**config.mk**
```make
export PLATFORM = sky130hd
export DESIGN_NAME = life_gen_sequencer_flat
export DESIGN_NICKNAME = d
export VERILOG_FILES = /design/src/rtl/life_gen_sequencer_if.sv /design/src/rtl/life_gen_sequencer.sv /design/src/flat_wrapper.sv
export SDC_FILE = /design/constraint.sdc
export NUM_CORES = 1
export LEC_CHECK = 0
export CORE_AREA = 3 3 417 419
export DETAILED_ROUTE_END_ITERATION = 10
export DIE_AREA = 0 0 420 422
export SLEW_MARGIN = 20
export SYNTH_ARGS = -nofsm -noshare
export SYNTH_HDL_FRONTEND = slang
export SYNTH_SLANG_ARGS = --single-unit
```
**constraint.sdc**
```tcl
create_clock -name clk -period 14.81 [get_ports clk]
set_clock_uncertainty 0.15 [all_clocks]
set_input_delay 2.962 -clock clk [delete_from_list [all_inputs] [get_ports clk]]
set_output_delay 2.962 -clock clk [all_outputs]
set_load 0.02 [all_outputs]
```
**src/rtl/life_gen_sequencer_if.sv**
```systemverilog
// rtl/life_gen_sequencer_if.sv - generation request handshake between sequencer and Life engine
//
// Purpose: bundles the request/result handshake between the run/step sequencer
// and the Life engine datapath.
// Signals:
//   eng_req   sequencer -> engine  generation request, held until eng_ack
//   eng_grid  sequencer -> engine  grid the engine computes the next generation from
//   eng_ack   engine -> sequencer  one-cycle pulse, eng_next valid
//   eng_next  engine -> sequencer  next generation
// Modports: master = sequencer side, slave = engine side.

interface life_gen_sequencer_if #(
  parameter int GRID_W = 256
);
  logic              eng_req;
  logic [GRID_W-1:0] eng_grid;
  logic              eng_ack;
  logic [GRID_W-1:0] eng_next;

  modport master (
    output eng_req,
    output eng_grid,
    input  eng_ack,
    input  eng_next
  );

  modport slave (
    input  eng_req,
    input  eng_grid,
    output eng_ack,
    output eng_next
  );
endinterface

```
**src/rtl/life_gen_sequencer.sv**
```systemverilog
// rtl/life_gen_sequencer.sv - run/step controller owning the 16x16 Life grid register
//
// Purpose: holds the current generation, loads it from the seed, paces
// generation requests to the engine from a programmable tick (free-run) or from
// single-step edges, and halts on still-life or extinction.
// Ports:
//   clk          rising-edge clock
//   reset        asynchronous, active-high
//   on_i         1 = free-run at tick rate, 0 = paused / single-step
//   step_i       single-step request level; only its rising edge acts
//   load_i       load seed_i into the grid; wins over everything else
//   seed_i       initial pattern, row r = bits[16r+15:16r]
//   tick_div_i   WAIT cycles before a free-run request; 0 behaves as 1
//   eng          engine handshake (master side): eng_req, eng_grid, eng_ack, eng_next
//   display_o    current generation
//   gen_count_o  generations since last load, saturating
//   running_o    in WAIT with on_i=1, or in REQ
//   stable_o     last generation equalled its predecessor
//   extinct_o    current grid is all zero

module life_gen_sequencer #(
  parameter int GRID_W = 256,
  parameter int DIV_W  = 24,
  parameter int GEN_W  = 16
) (
  input  logic                clk,
  input  logic                reset,
  input  logic                on_i,
  input  logic                step_i,
  input  logic                load_i,
  input  logic [GRID_W-1:0]   seed_i,
  input  logic [DIV_W-1:0]    tick_div_i,
  life_gen_sequencer_if.master eng,
  output logic [GRID_W-1:0]   display_o,
  output logic [GEN_W-1:0]    gen_count_o,
  output logic                running_o,
  output logic                stable_o,
  output logic                extinct_o
);

  typedef enum logic [2:0] {
    S_IDLE,
    S_LOAD,
    S_WAIT,
    S_REQ,
    S_HALT
  } state_t;

  state_t              state_q, state_d;
  logic [GRID_W-1:0]   display_q, display_d;
  logic [GEN_W-1:0]    gen_q, gen_d;
  logic [DIV_W-1:0]    tick_q, tick_d;
  logic                stable_q, stable_d;
  logic                extinct_q, extinct_d;
  logic                req_q, req_d;
  logic                step_q;

  logic [DIV_W-1:0]    tick_last;
  logic                step_rise;
  logic                ack_take;
  logic [GEN_W-1:0]    gen_inc;
  logic                next_same;
  logic                next_zero;

  // Terminal count of the WAIT counter; a divider of 0 behaves like 1.
  assign tick_last = (tick_div_i == '0) ? '0 : tick_div_i - DIV_W'(1);

  assign step_rise = step_i & ~step_q;

  // A load in the same cycle as the ack discards the result: the seed wins.
  assign ack_take  = (state_q == S_REQ) && eng.eng_ack && !load_i;

  assign gen_inc   = (gen_q == {GEN_W{1'b1}}) ? gen_q : gen_q + GEN_W'(1);
  assign next_same = (eng.eng_next == display_q);
  assign next_zero = (eng.eng_next == '0);

  always_comb begin
    state_d   = state_q;
    display_d = display_q;
    gen_d     = gen_q;
    tick_d    = tick_q;
    stable_d  = stable_q;
    extinct_d = extinct_q;

    case (state_q)
      S_IDLE: begin
      end

      S_LOAD: begin
        display_d = seed_i;
        gen_d     = '0;
        stable_d  = 1'b0;
        tick_d    = '0;
        extinct_d = (seed_i == '0);
        state_d   = (seed_i == '0) ? S_HALT : S_WAIT;
      end

      S_WAIT: begin
        if (on_i) begin
          if (tick_q >= tick_last) begin
            tick_d  = '0;
            state_d = S_REQ;
          end else begin
            tick_d  = tick_q + DIV_W'(1);
          end
        end else if (step_rise) begin
          // Paused count is left as is so free-running resumes where it stopped.
          state_d = S_REQ;
        end
      end

      S_REQ: begin
        if (ack_take) begin
          display_d = eng.eng_next;
          gen_d     = gen_inc;
          stable_d  = next_same;
          extinct_d = next_zero;
          state_d   = (next_same || next_zero) ? S_HALT : S_WAIT;
        end
      end

      S_HALT: begin
      end

      default: begin
        state_d = S_IDLE;
      end
    endcase

    if (load_i) begin
      state_d = S_LOAD;
    end

    // Request is registered: it is high exactly while the FSM sits in REQ.
    req_d = (state_d == S_REQ);
  end

  always_ff @(posedge clk or posedge reset) begin
    if (reset) begin
      state_q   <= S_IDLE;
      display_q <= '0;
      gen_q     <= '0;
      tick_q    <= '0;
      stable_q  <= 1'b0;
      extinct_q <= 1'b0;
      req_q     <= 1'b0;
      step_q    <= 1'b0;
    end else begin
      state_q   <= state_d;
      display_q <= display_d;
      gen_q     <= gen_d;
      tick_q    <= tick_d;
      stable_q  <= stable_d;
      extinct_q <= extinct_d;
      req_q     <= req_d;
      step_q    <= step_i;
    end
  end

  assign eng.eng_req  = req_q;
  assign eng.eng_grid = display_q;
  assign display_o    = display_q;
  assign gen_count_o  = gen_q;
  assign stable_o     = stable_q;
  assign extinct_o    = extinct_q;
  assign running_o    = ((state_q == S_WAIT) && on_i) || (state_q == S_REQ);

endmodule

```
**src/flat_wrapper.sv**
```systemverilog
// flat-port wrapper written by rule: the top's interface ports become plain ports
module life_gen_sequencer_flat 
#(
  parameter int GRID_W = 256,
  parameter int DIV_W  = 24,
  parameter int GEN_W  = 16
)
  (clk, reset, on_i, step_i, load_i, seed_i, tick_div_i, display_o, gen_count_o, running_o, stable_o, extinct_o, eng_eng_req, eng_eng_grid, eng_eng_ack, eng_eng_next);
  life_gen_sequencer_if #(.GRID_W(GRID_W)) eng_i ();
  input  logic clk;
  input  logic reset;
  input  logic on_i;
  input  logic step_i;
  input  logic load_i;
  input  logic [GRID_W-1:0] seed_i;
  input  logic [DIV_W-1:0] tick_div_i;
  output logic [GRID_W-1:0] display_o;
  output logic [GEN_W-1:0] gen_count_o;
  output logic running_o;
  output logic stable_o;
  output logic extinct_o;
  output wire logic [$bits(eng_i.eng_req)-1:0] eng_eng_req;
  output wire logic [$bits(eng_i.eng_grid)-1:0] eng_eng_grid;
  input wire logic [$bits(eng_i.eng_ack)-1:0] eng_eng_ack;
  input wire logic [$bits(eng_i.eng_next)-1:0] eng_eng_next;
  assign eng_eng_req = eng_i.eng_req;
  assign eng_eng_grid = eng_i.eng_grid;
  assign eng_i.eng_ack = eng_eng_ack;
  assign eng_i.eng_next = eng_eng_next;
  life_gen_sequencer #(.GRID_W(GRID_W), .DIV_W(DIV_W), .GEN_W(GEN_W)) u_core (.clk(clk), .reset(reset), .on_i(on_i), .step_i(step_i), .load_i(load_i), .seed_i(seed_i), .tick_div_i(tick_div_i), .eng(eng_i), .display_o(display_o), .gen_count_o(gen_count_o), .running_o(running_o), .stable_o(stable_o), .extinct_o(extinct_o));
endmodule
```
## Word level (Yosys, flattened, before mapping)

Index checks and enable logic that the tools add are counted.

- Flip-flop bits (word level): 303
- Latch bits: 0
- Input bits: 542
- Memory bits (writable): 0
- Output and inout port bits: 532
- ROM bits: 0
- Memories kept: 0
- Word-level logic and storage cells: 61

- Equal/unequal tests: 10
- Bitwise operators: 2
- Mux-type cells: 21
- Order comparisons: 1
- Reduce and logical (&&, ||, !) cells: 16
- Add/subtract/negate cells: 3
- Div/mod/pow operators: 0
- Multipliers: 0
- Shifts and indexed selects: 0

Operators with widths:

| cell | count |
|---|---|
| $logic_not A256 Y1 | 2 |
| $pmux W256 S2 | 1 |
| $eq A256 B256 Y1 | 1 |
| $mux W256 | 1 |
| $mux W24 | 3 |
| $pmux W24 S2 | 1 |
| $mux W16 | 2 |
| $pmux W16 S2 | 1 |
| $add A24 B1 Y24 const B | 1 |
| $ge A24 B24 Y1 | 1 |
| $logic_not A24 Y1 | 1 |
| $sub A24 B1 Y24 const B | 1 |
| $mux W3 | 7 |
| $add A16 B1 Y16 const B | 1 |
| $eq A16 B16 Y1 const B | 1 |
| $pmux W3 S4 | 1 |
| $eq A3 B2 Y1 const B | 3 |
| $ne A2 B2 Y1 const B | 2 |
| $pmux W1 S2 | 2 |
| $reduce_and A2 Y1 | 2 |
| $reduce_bool A2 Y1 | 2 |
| $eq A3 B1 Y1 const B | 1 |
| $eq A3 B3 Y1 const B | 1 |
| $logic_and A1 B1 Y1 | 3 |
| 9 further kinds | 11 |

## Logic depth before layout (Yosys ltp)

Gate-level depths: netlist of run 1.

- Depth after elaboration: 8
- Gate-level depth with buffers: 17
- Depth with buffers taken out: 16

## Least setup slack after synthesis of run 1

No wires, ideal clock.

- Path kind: in2out
- From: input on_i
- To: output running_o
- Arrival time: 3,273 ps
- Cell stages on the path: 2
- Slack: 8,425 ps
- Data required time: 11,698 ps
- Cell sequence: nor2_1 nor2_1

- Word-level cells in the longest chain between the ends: 2

Ends and longest elaborated chain:

| element | RTL line | source |
|---|---|---|
| from (decl) | flat_wrapper.sv:12 | `input logic on_i;` |
| $logic_and A1 B1 Y1 | life_gen_sequencer.sv:166 | `assign running_o = ((state_q == S_WAIT) && on_i) \|\| (state_q == S_REQ);` |
| $logic_or A1 B1 Y1 | life_gen_sequencer.sv:166 |  |
| to (decl) | flat_wrapper.sv:19 | `output logic running_o;` |

Every way passes these cells.

## Final worst setup path of run 1

Same ends and word-level chain as after synthesis.

==> impl_table.tex, run 1 <==
\begin{tabular}{lr}
\hline
Metric & Value \\
\hline
\multicolumn{2}{l}{\textbf{Synth}} \\
\quad Most instantiated flip-flop cell in the synthesis netlist & sky130\_fd\_sc\_hd\_\_dfrtp\_1 \\
\quad Unique cell type count in the Yosys netlist & 58 \\
\quad Cell count after synthesis & roughly 2,600 \\
\quad Warning count from the yosys run & 0 \\
\quad Async set-or-reset flop fraction in the synthesized netlist & 100\% \\
\quad Share of the yosys chip area belonging to registers & between 30\% and 40\% \\
\quad Biggest area consumer among synthesized cells & sky130\_fd\_sc\_hd\_\_dfrtp\_1 \\
\quad Post-Synthesis Cell Area & about 0.021 mm\^{}2 \\
\quad Synthesized Nets & 3,129 \\
\quad Area fraction of the dominant cell type after synthesis & 36.9\% \\
\quad Synthesized flop and latch total & 303 \\
\quad Largest cells by area after synthesis & sky130\_fd\_sc\_hd\_\_dfrtp\_1, sky130\_fd\_sc\_hd\_\_nand2\_1, sky130\_fd\_sc\_hd\_\_buf\_4 \\
\quad Number of enable flip-flop cells after synthesis & 0 \\
\quad Average cell area after synthesis & 8.03 um\^{}2 \\
\multicolumn{2}{l}{\textbf{Timing}} \\
\quad Slew Limit Headroom & about a fifth \\
\quad Slew Viols, Final & 0 \\
\quad Peak clock frequency supported by timing & roughly 130 MHz \\
\quad Final setup violating endpoints & 0 \\
\quad Fin crit period & 7.54 ns \\
\quad Part of the cycle the worst path needs & 50.9\% \\
\quad Count of final hold-check violations & 0 \\
\quad Worst hold slack after final layout & 0.341 ns \\
\quad Worst Tran Pin Value & roughly 1.2 ns \\
\quad Setup\_tns & 0 ns \\
\quad Setup slack after layout & between 7 and 8 ns \\
\quad Setup repair after global routing missed its margin & false \\
\multicolumn{2}{l}{\textbf{Global route}} \\
\quad Largest net degree at the start of global routing & $\sim$110 \\
\quad Initial antenna violation count & 114 \\
\quad Via count of the first global-routing pass & 23,200 \\
\quad Gr usage total & a little over a fifth \\
\quad GR Overflow Total & 0 \\
\quad Wire length of the first global-routing pass & roughly 250 mm \\
\multicolumn{2}{l}{\textbf{Flow run}} \\
\quad Max-capacitance violation count & 0 \\
\multicolumn{2}{l}{\textbf{Clocking}} \\
\quad H-tree lvl count & 2 \\
\quad Worst skew pair latency & 0.62 ns \\
\quad Clock tree from TritonCTS & done \\
\quad Clock buffers created by TritonCTS & between 40 and 50 \\
\quad Number of buffers inserted by post-CTS setup repair & 0 \\
\quad Num Clock Sinks & between 300 and 400 \\
\quad Count of cells resized by post-cts repair & 0 \\
\quad Clock-pin transition on the worst setup and hold timing paths & 0.06 ns \\
\quad Clock Path Buffers & 3 \\
\quad Hold-fix buffers at CTS & 0 \\
\quad Buffer cell driving the clock tree root & sky130\_fd\_sc\_hd\_\_clkbuf\_16 \\
\multicolumn{2}{l}{\textbf{Floorplan}} \\
\quad Core area & 0.171 mm\^{}2 \\
\quad Die Height & 422 um \\
\quad Die outline width & between 400 and 500 um \\
\quad Number of top-level design ports & 1,074 \\
\quad Initial cell density of the core & between 10\% and 20\% \\
\quad Number of rows in the core area & 152 \\
\quad Die area & about 0.18 mm\^{}2 \\
\multicolumn{2}{l}{\textbf{Place}} \\
\quad Total placed instance area & approximately 0.032 mm\^{}2 \\
\quad Final Wtd Congestion & about 1.0 \\
\quad Detailed-placement wirelength estimate & 175 mm \\
\quad Setup WS pre-CTS & about 7.3 ns \\
\quad IO buf count & 1,073 \\
\multicolumn{2}{l}{\textbf{Final layout}} \\
\quad Most frequent standard cell in the layout excluding fill and tap cells & sky130\_fd\_sc\_hd\_\_clkdlybuf4s50\_1 \\
\quad Fill cell total of the finished layout & about 19,000 \\
\quad Finished Core Util & 19.9\% \\
\quad Syn-to-layout area delta & 65.2\% \\
\quad Final design area excluding fillers & roughly 0.034 mm\^{}2 \\
\quad Fraction of layout instances using a drive strength above 1 & 4.76\% \\
\quad Final Net Count & 3,918 \\
\quad Leading cell types in the layout, fill and taps excluded & sky130\_fd\_sc\_hd\_\_clkdlybuf4s50\_1, sky130\_fd\_sc\_hd\_\_nand2\_1, sky130\_fd\_sc\_hd\_\_nor2\_1 \\
\multicolumn{2}{l}{\textbf{Worst setup path}} \\
\quad Startpoint type of the worst setup path & input port \\
\quad Worst setup path category & input port to output port \\
\quad Max incr delay on CP & 0.63 ns \\
\quad WP data required & between 10 and 15 ns \\
\quad Worst Path Arrival & 4.43 ns \\
\quad Critical Path, Cell by Cell & clkdlybuf4s50\_1 -> nor2\_1 -> nor2\_1 -> clkdlybuf4s50\_1 \\
\quad Worst-path maximum fanout & 3 \\
\quad Endpoint class of the critical path & output port \\
\quad Cell with the largest stage delay on the worst path & sky130\_fd\_sc\_hd\_\_clkdlybuf4s50\_1 \\
\multicolumn{2}{l}{\textbf{Power and ir drop}} \\
\quad Power density normalized to cell area & 144 mW/mm\^{}2 \\
\quad Static Leak & between 10 and 15 nW \\
\quad Worst voltage drop across the vdd grid & 75.2 uV \\
\multicolumn{2}{l}{\textbf{Hold path}} \\
\quad Tightest Hold Check Type & register to register \\
\multicolumn{2}{l}{\textbf{Status}} \\
\quad Outcome & complete, no violations \\
\multicolumn{2}{l}{\textbf{Detailed routing}} \\
\quad Remaining design rule violation count & 0 \\
\quad Vias after detailed routing & 23,900 \\
\quad Initial DRC count & between 2,000 and 3,000 \\
\quad Sum of routed wire length over all layers & roughly 200 mm \\
\quad Post-DR vias/cell & 4.22 \\
\quad Number of iterations in the first detailed-routing pass & 6 \\
\quad Number of nets still failing antenna checks after routing & 0 \\
\quad DR WL/cell & 35.5 um \\
\hline
\end{tabular}
sequential cells by signal, indices dropped and copies added, names as in the netlist:
register,count
u_core.gen_count_o,16
u_core.eng.eng_req,1
u_core.stable_o,1
u_core.state_q,3
u_core.step_q,1
u_core.extinct_o,1
u_core.tick_q,24
u_core.display_o,256
cells in the mapped netlist (all sizes together), types with 3 or more instances:
master and number:
nand3 23, and3 8, o21ai 11, nor3 15, nor2 307, ha 28
nand2 573, xor2 161, dfrtp 303, a21oi 10, and4 7, o31ai 4
inv 9, a31oi 257, nand2b 7, xnor2 146, or2 3, a21o 6
nor4 184, clkbuf 98, nand4 88, or4 4, buf 279, or3 3
logic make-up (layout without fill, tap and decap cells):
family	count (synthesis)	in the layout	share of synthesized area (%)
AOI/OAI and AO/OA	300	300	9.26
muxes	2	2	0.0975
and+or+nand+nor	1233	1233	27.1
other	0	50	0
adders and majority gates	28	28	1.71
xor gates and xnor gates	307	307	13.1
DFF	303	303	36.9
buffers and inverters	386	1206	11.8
final timing paths:
check	endpoint	slack [ns]	start	depth (start not counted)
min in group asynchronous	u_core.display_o[108]	2.64	reset	2
max	running_o	7.27	on_i	4
min	u_core.extinct_o	0.34	u_core.extinct_o	2
max in group asynchronous	u_core.display_o[217]	9.93	reset	4
min reg2reg	u_core.extinct_o	0.34	u_core.extinct_o	2
max reg2reg	u_core.state_q[1]	10.46	u_core.state_q[2]	9
report_power, final:
group | switching, mW | total (mW) | internal, mW
sequential | 0.389 | 1.38 | 0.991
clock | 0.493 | 1.24 | 0.745
combinational | 1.35 | 2.26 | 0.918
total | 2.23 | 4.88 | 2.65
cell type report:
| type | count | area (um^2) | share of cell area (%) |
|---|---|---|---|
| Timing Repair Buffer | 1117 | 11100 | 32.6 |
| Sequential cell | 303 | 7580 | 22.3 |
| Clock inverter | 20 | 342 | 1.01 |
| Clock buffer | 60 | 1270 | 3.76 |
| Inverter | 9 | 41.3 | 0.122 |
| Tap cell | 2233 | 2790 | 8.23 |
| Multi-Input combinational cell | 1870 | 10700 | 31.6 |
| Antenna cell | 50 | 125 | 0.369 |
routing by layer:
layer  global-route usage (%)  vias up  part of all wire, %
met3                     6.39      238                  9.1
met4                     5.85       52                  2.7
met2                     37.7     1357                   49
li1                         -    10300                    -
met1                     26.4    12000                   39
met5                        0        -                 0.16
per-stage QoR:
stage               power, mW  instances
floorplan                2.30       2559
global placement         3.68       5530
detailed placement       3.69       5532
CTS                      4.97       5612
global route             5.06       5629
finish                   4.88       5662
worst max-delay path: cells and delay by family:
kind                   cells  cell delay (ns)
and+or+nand+nor            2             0.22
buffers and inverters      2             1.24
Power figures use the tool's default switching activity.
==> run 2: changes to the inputs <==
clock period = 6.7 ns   (was 14.81 ns; I/O delays follow)
==> run 2 against run 1 <==
Net effect:
- register-to-register slack got worse by 7.3 ns
- count of clock-buffer cells in the layout grew 4
- via count is 0.29% lower
- highest routed layer unchanged
==> impl_table.tex, run 2 (synthesized netlist as in run 1, its figures left out) <==
\begin{tabular}{lr}
\hline
Metric & Value \\
\hline
\multicolumn{2}{l}{\textbf{Status}} \\
\quad Outcome & complete, no violations \\
\multicolumn{2}{l}{\textbf{Place}} \\
\quad IO buf count & 1,073 (unchanged) \\
\quad Final Wtd Congestion & 1.01 (-1.4\%) \\
\quad Number of placed instances with taps included & 5,546 (+0.25\%) \\
\quad Setup WS pre-CTS & 0.857 ns (-6.43 ns) \\
\quad Detailed-placement wirelength estimate & 178 mm (+1.7\%) \\
\multicolumn{2}{l}{\textbf{Final layout}} \\
\quad Finished Core Util & 19.9\% (about the same) \\
\quad Most frequent standard cell in the layout excluding fill and tap cells & sky130\_fd\_sc\_hd\_\_clkdlybuf4s50\_1 \\
\quad Flip-flop count of the largest register after layout & 256 (unchanged) \\
\quad Final Net Count & 3,931 (+0.33\%) \\
\quad Fraction of layout instances using a drive strength above 1 & 5.12\% (+0.36 points) \\
\quad Syn-to-layout area delta & 65.3\% (about the same) \\
\quad Leading cell types in the layout, fill and taps excluded & sky130\_fd\_sc\_hd\_\_clkdlybuf4s50\_1, sky130\_fd\_sc\_hd\_\_nand2\_1, sky130\_fd\_sc\_hd\_\_nor2\_1 \\
\quad Final instance count without filler cells & 5,665 (+0.053\%) \\
\multicolumn{2}{l}{\textbf{Flow run}} \\
\quad Max-capacitance violation count & 0 (unchanged) \\
\multicolumn{2}{l}{\textbf{Clocking}} \\
\quad Clock-pin transition on the worst setup and hold timing paths & 0.06 ns (about the same) \\
\quad Num Clock Sinks & 303 (unchanged) \\
\quad Clock tree from TritonCTS & done \\
\quad Count of cells resized by post-cts repair & 0 (unchanged) \\
\quad Worst skew pair latency & 0.62 ns (about the same) \\
\quad Buffer cell driving the clock tree root & sky130\_fd\_sc\_hd\_\_clkbuf\_16 \\
\quad H-tree lvl count & 2 (unchanged) \\
\quad Hold-fix buffers at CTS & 0 (unchanged) \\
\quad Number of buffers inserted by post-CTS setup repair & 0 (unchanged) \\
\quad Clock Path Buffers & 3 (unchanged) \\
\quad Clock buffers created by TritonCTS & 46 (-2.1\%) \\
\multicolumn{2}{l}{\textbf{Timing}} \\
\quad Count of final hold-check violations & 0 (unchanged) \\
\quad Slew Limit Headroom & 14.9\% (-5.6 points) \\
\quad Part of the cycle the worst path needs & between 70\% and 80\% \\
\quad Worst hold slack after final layout & 0.345 ns (+0.00435 ns) \\
\quad Fin crit period & 4.99 ns \\
\quad Peak clock frequency supported by timing & between 200 and 250 MHz \\
\quad Worst Tran Pin Value & 1.27 ns (+0.0900 ns) \\
\quad Slew Viols, Final & 0 (unchanged) \\
\quad Setup repair after global routing missed its margin & false \\
\quad Setup slack after layout & 1.71 ns (-5.56 ns) \\
\quad Final setup violating endpoints & 0 (unchanged) \\
\multicolumn{2}{l}{\textbf{Worst setup path}} \\
\quad Cell with the largest stage delay on the worst path & sky130\_fd\_sc\_hd\_\_nor4\_1 \\
\quad Critical path endpoint & u\_core.state\_q[1] \\
\quad Startpoint of the worst setup timing path & eng\_eng\_next[47] \\
\quad Source of the worst register-to-register timing path & u\_core.state\_q[2] \\
\quad Max incr delay on CP & 1.12 ns (+0.49 ns) \\
\quad Worst setup path category & input port to register \\
\quad Critical Path, Cell by Cell & clkdlybuf4s50\_1 -> nor4\_1 -> nand4\_1 -> nor4\_1 -> nand4\_1 -> o21ai\_0 -> o21ai\_0 \\
\quad Worst Path Arrival & 5.33 ns (+0.90 ns) \\
\quad Endpoint class of the critical path & register \\
\quad Reg-to-Reg End & u\_core.display\_o[91] \\
\quad WP data required & 7.04 ns (-4.66 ns) \\
\quad Register-to-register setup slack & 3.20 ns (-7.26 ns) \\
\quad R2R cell count & 6 (-3) \\
\quad Startpoint type of the worst setup path & input port \\
\quad Worst-path maximum fanout & 3 (unchanged) \\
\multicolumn{2}{l}{\textbf{Global route}} \\
\quad Wire length of the first global-routing pass & 257 mm (+1.0\%) \\
\quad Largest net degree at the start of global routing & 181 (+68\%) \\
\quad Met3 capacity usage during global routing & 5.31\% (-1.1 points) \\
\quad Gr usage total & 22.2\% (+0.27 points) \\
\quad Via count of the first global-routing pass & 23,100 (-0.31\%) \\
\quad GR Overflow Total & 0 (unchanged) \\
\quad Global-route layer with the greatest usage & met2 \\
\quad Met1 GRT Util & 27.1\% (+0.68 points) \\
\quad Met2 usage in global routing & 38.8\% (+1.1 points) \\
\quad Initial antenna violation count & 83 (-27\%) \\
\multicolumn{2}{l}{\textbf{Floorplan}} \\
\quad Die area & 0.177 mm\^{}2 (unchanged) \\
\quad Core area & 0.171 mm\^{}2 (unchanged) \\
\quad Number of rows in the core area & 152 (unchanged) \\
\quad Number of top-level design ports & 1,074 (unchanged) \\
\quad Initial cell density of the core & 12.0\% (unchanged) \\
\quad Die Height & 422 um (unchanged) \\
\quad Die outline width & 420 um (unchanged) \\
\multicolumn{2}{l}{\textbf{Power and ir drop}} \\
\quad Worst voltage drop across the vdd grid & 141 uV (+88\%) \\
\quad Static Leak & 12.6 nW (+0.21\%) \\
\quad Power density normalized to cell area & 316 mW/mm\^{}2 (+120\%) \\
\multicolumn{2}{l}{\textbf{Detailed routing}} \\
\quad Initial DRC count & 2,586 (+0.039\%) \\
\quad Number of iterations in the first detailed-routing pass & 8 (+2) \\
\quad Vias after detailed routing & 23,800 (-0.29\%) \\
\quad Remaining design rule violation count & 0 (unchanged) \\
\quad Sum of routed wire length over all layers & 204 mm (+1.4\%) \\
\quad DR WL/cell & 36.0 um (+1.4\%) \\
\quad Post-DR vias/cell & 4.21 (-0.34\%) \\
\quad Number of nets still failing antenna checks after routing & 0 (unchanged) \\
\multicolumn{2}{l}{\textbf{Hold path}} \\
\quad Tightest Hold Check Type & register to register \\
\hline
\end{tabular}
-- run 2: worst min-delay path by stage --
stage | startpoint | endpoint | slack [ns] | cells after the start
finish | u_core.stable_o | u_core.stable_o | 0.35 | 1
global placement | u_core.stable_o | u_core.stable_o | 0.32 | 1
detailed placement | u_core.stable_o | u_core.stable_o | 0.33 | 1
floorplan | u_core.tick_q[23] | u_core.tick_q[23] | 0.30 | 1
global route | u_core.extinct_o | u_core.extinct_o | 0.38 | 2
CTS | u_core.stable_o | u_core.stable_o | 0.36 | 1
-- run 2: where the power goes --
part | switching (mW) | leakage [nW] | internal (mW)
combinational | 3.01 | 8.36 | 2.05
sequential | 0.858 | 3.51 | 2.19
clock | 1.10 | 0.739 | 1.51
-- run 2: critical path: cells and delay by family --
| family | cells | cell delay [ns] |
|---|---|---|
| buffers and inverters | 1 | 0.66 |
| AO/OA/AOI/OAI | 2 | 0.53 |
| AND/OR/NAND/NOR | 4 | 2.79 |
-- run 2: final cells by class --
cell class,count,area (um^2)
Sequential cell,303,7580
Antenna cell,34,85.1
Multi-Input combinational cell,1870,10700
Inverter,9,37.5
Fill cell,18900,137000
Clock buffer,64,1260
Clock inverter,21,268
Timing Repair Buffer,1131,11200
Tap cell,2233,2790
-- run 2: routing by layer --
layer | vias up | wire [um] | share of wire, %
met2 | 1289 | 101000 | 50
met3 | 240 | 15100 | 7.4
met4 | 50 | 5870 | 2.9
met5 | - | 326 | 0.16
met1 | 12000 | 81500 | 40
li1 | 10300 | - | -
-- run 2: metrics by stage --
stage | power [mW] | TNS (ns) | instance area [um^2]
detailed placement | 8.23 | 0 | 32300
CTS | 10.9 | 0 | 33900
global placement | 8.21 | -0.217 | 32300
floorplan | 5.09 | 0 | 20500
finish | 10.7 | 0 | 34000
global route | 11.1 | 0 | 33900
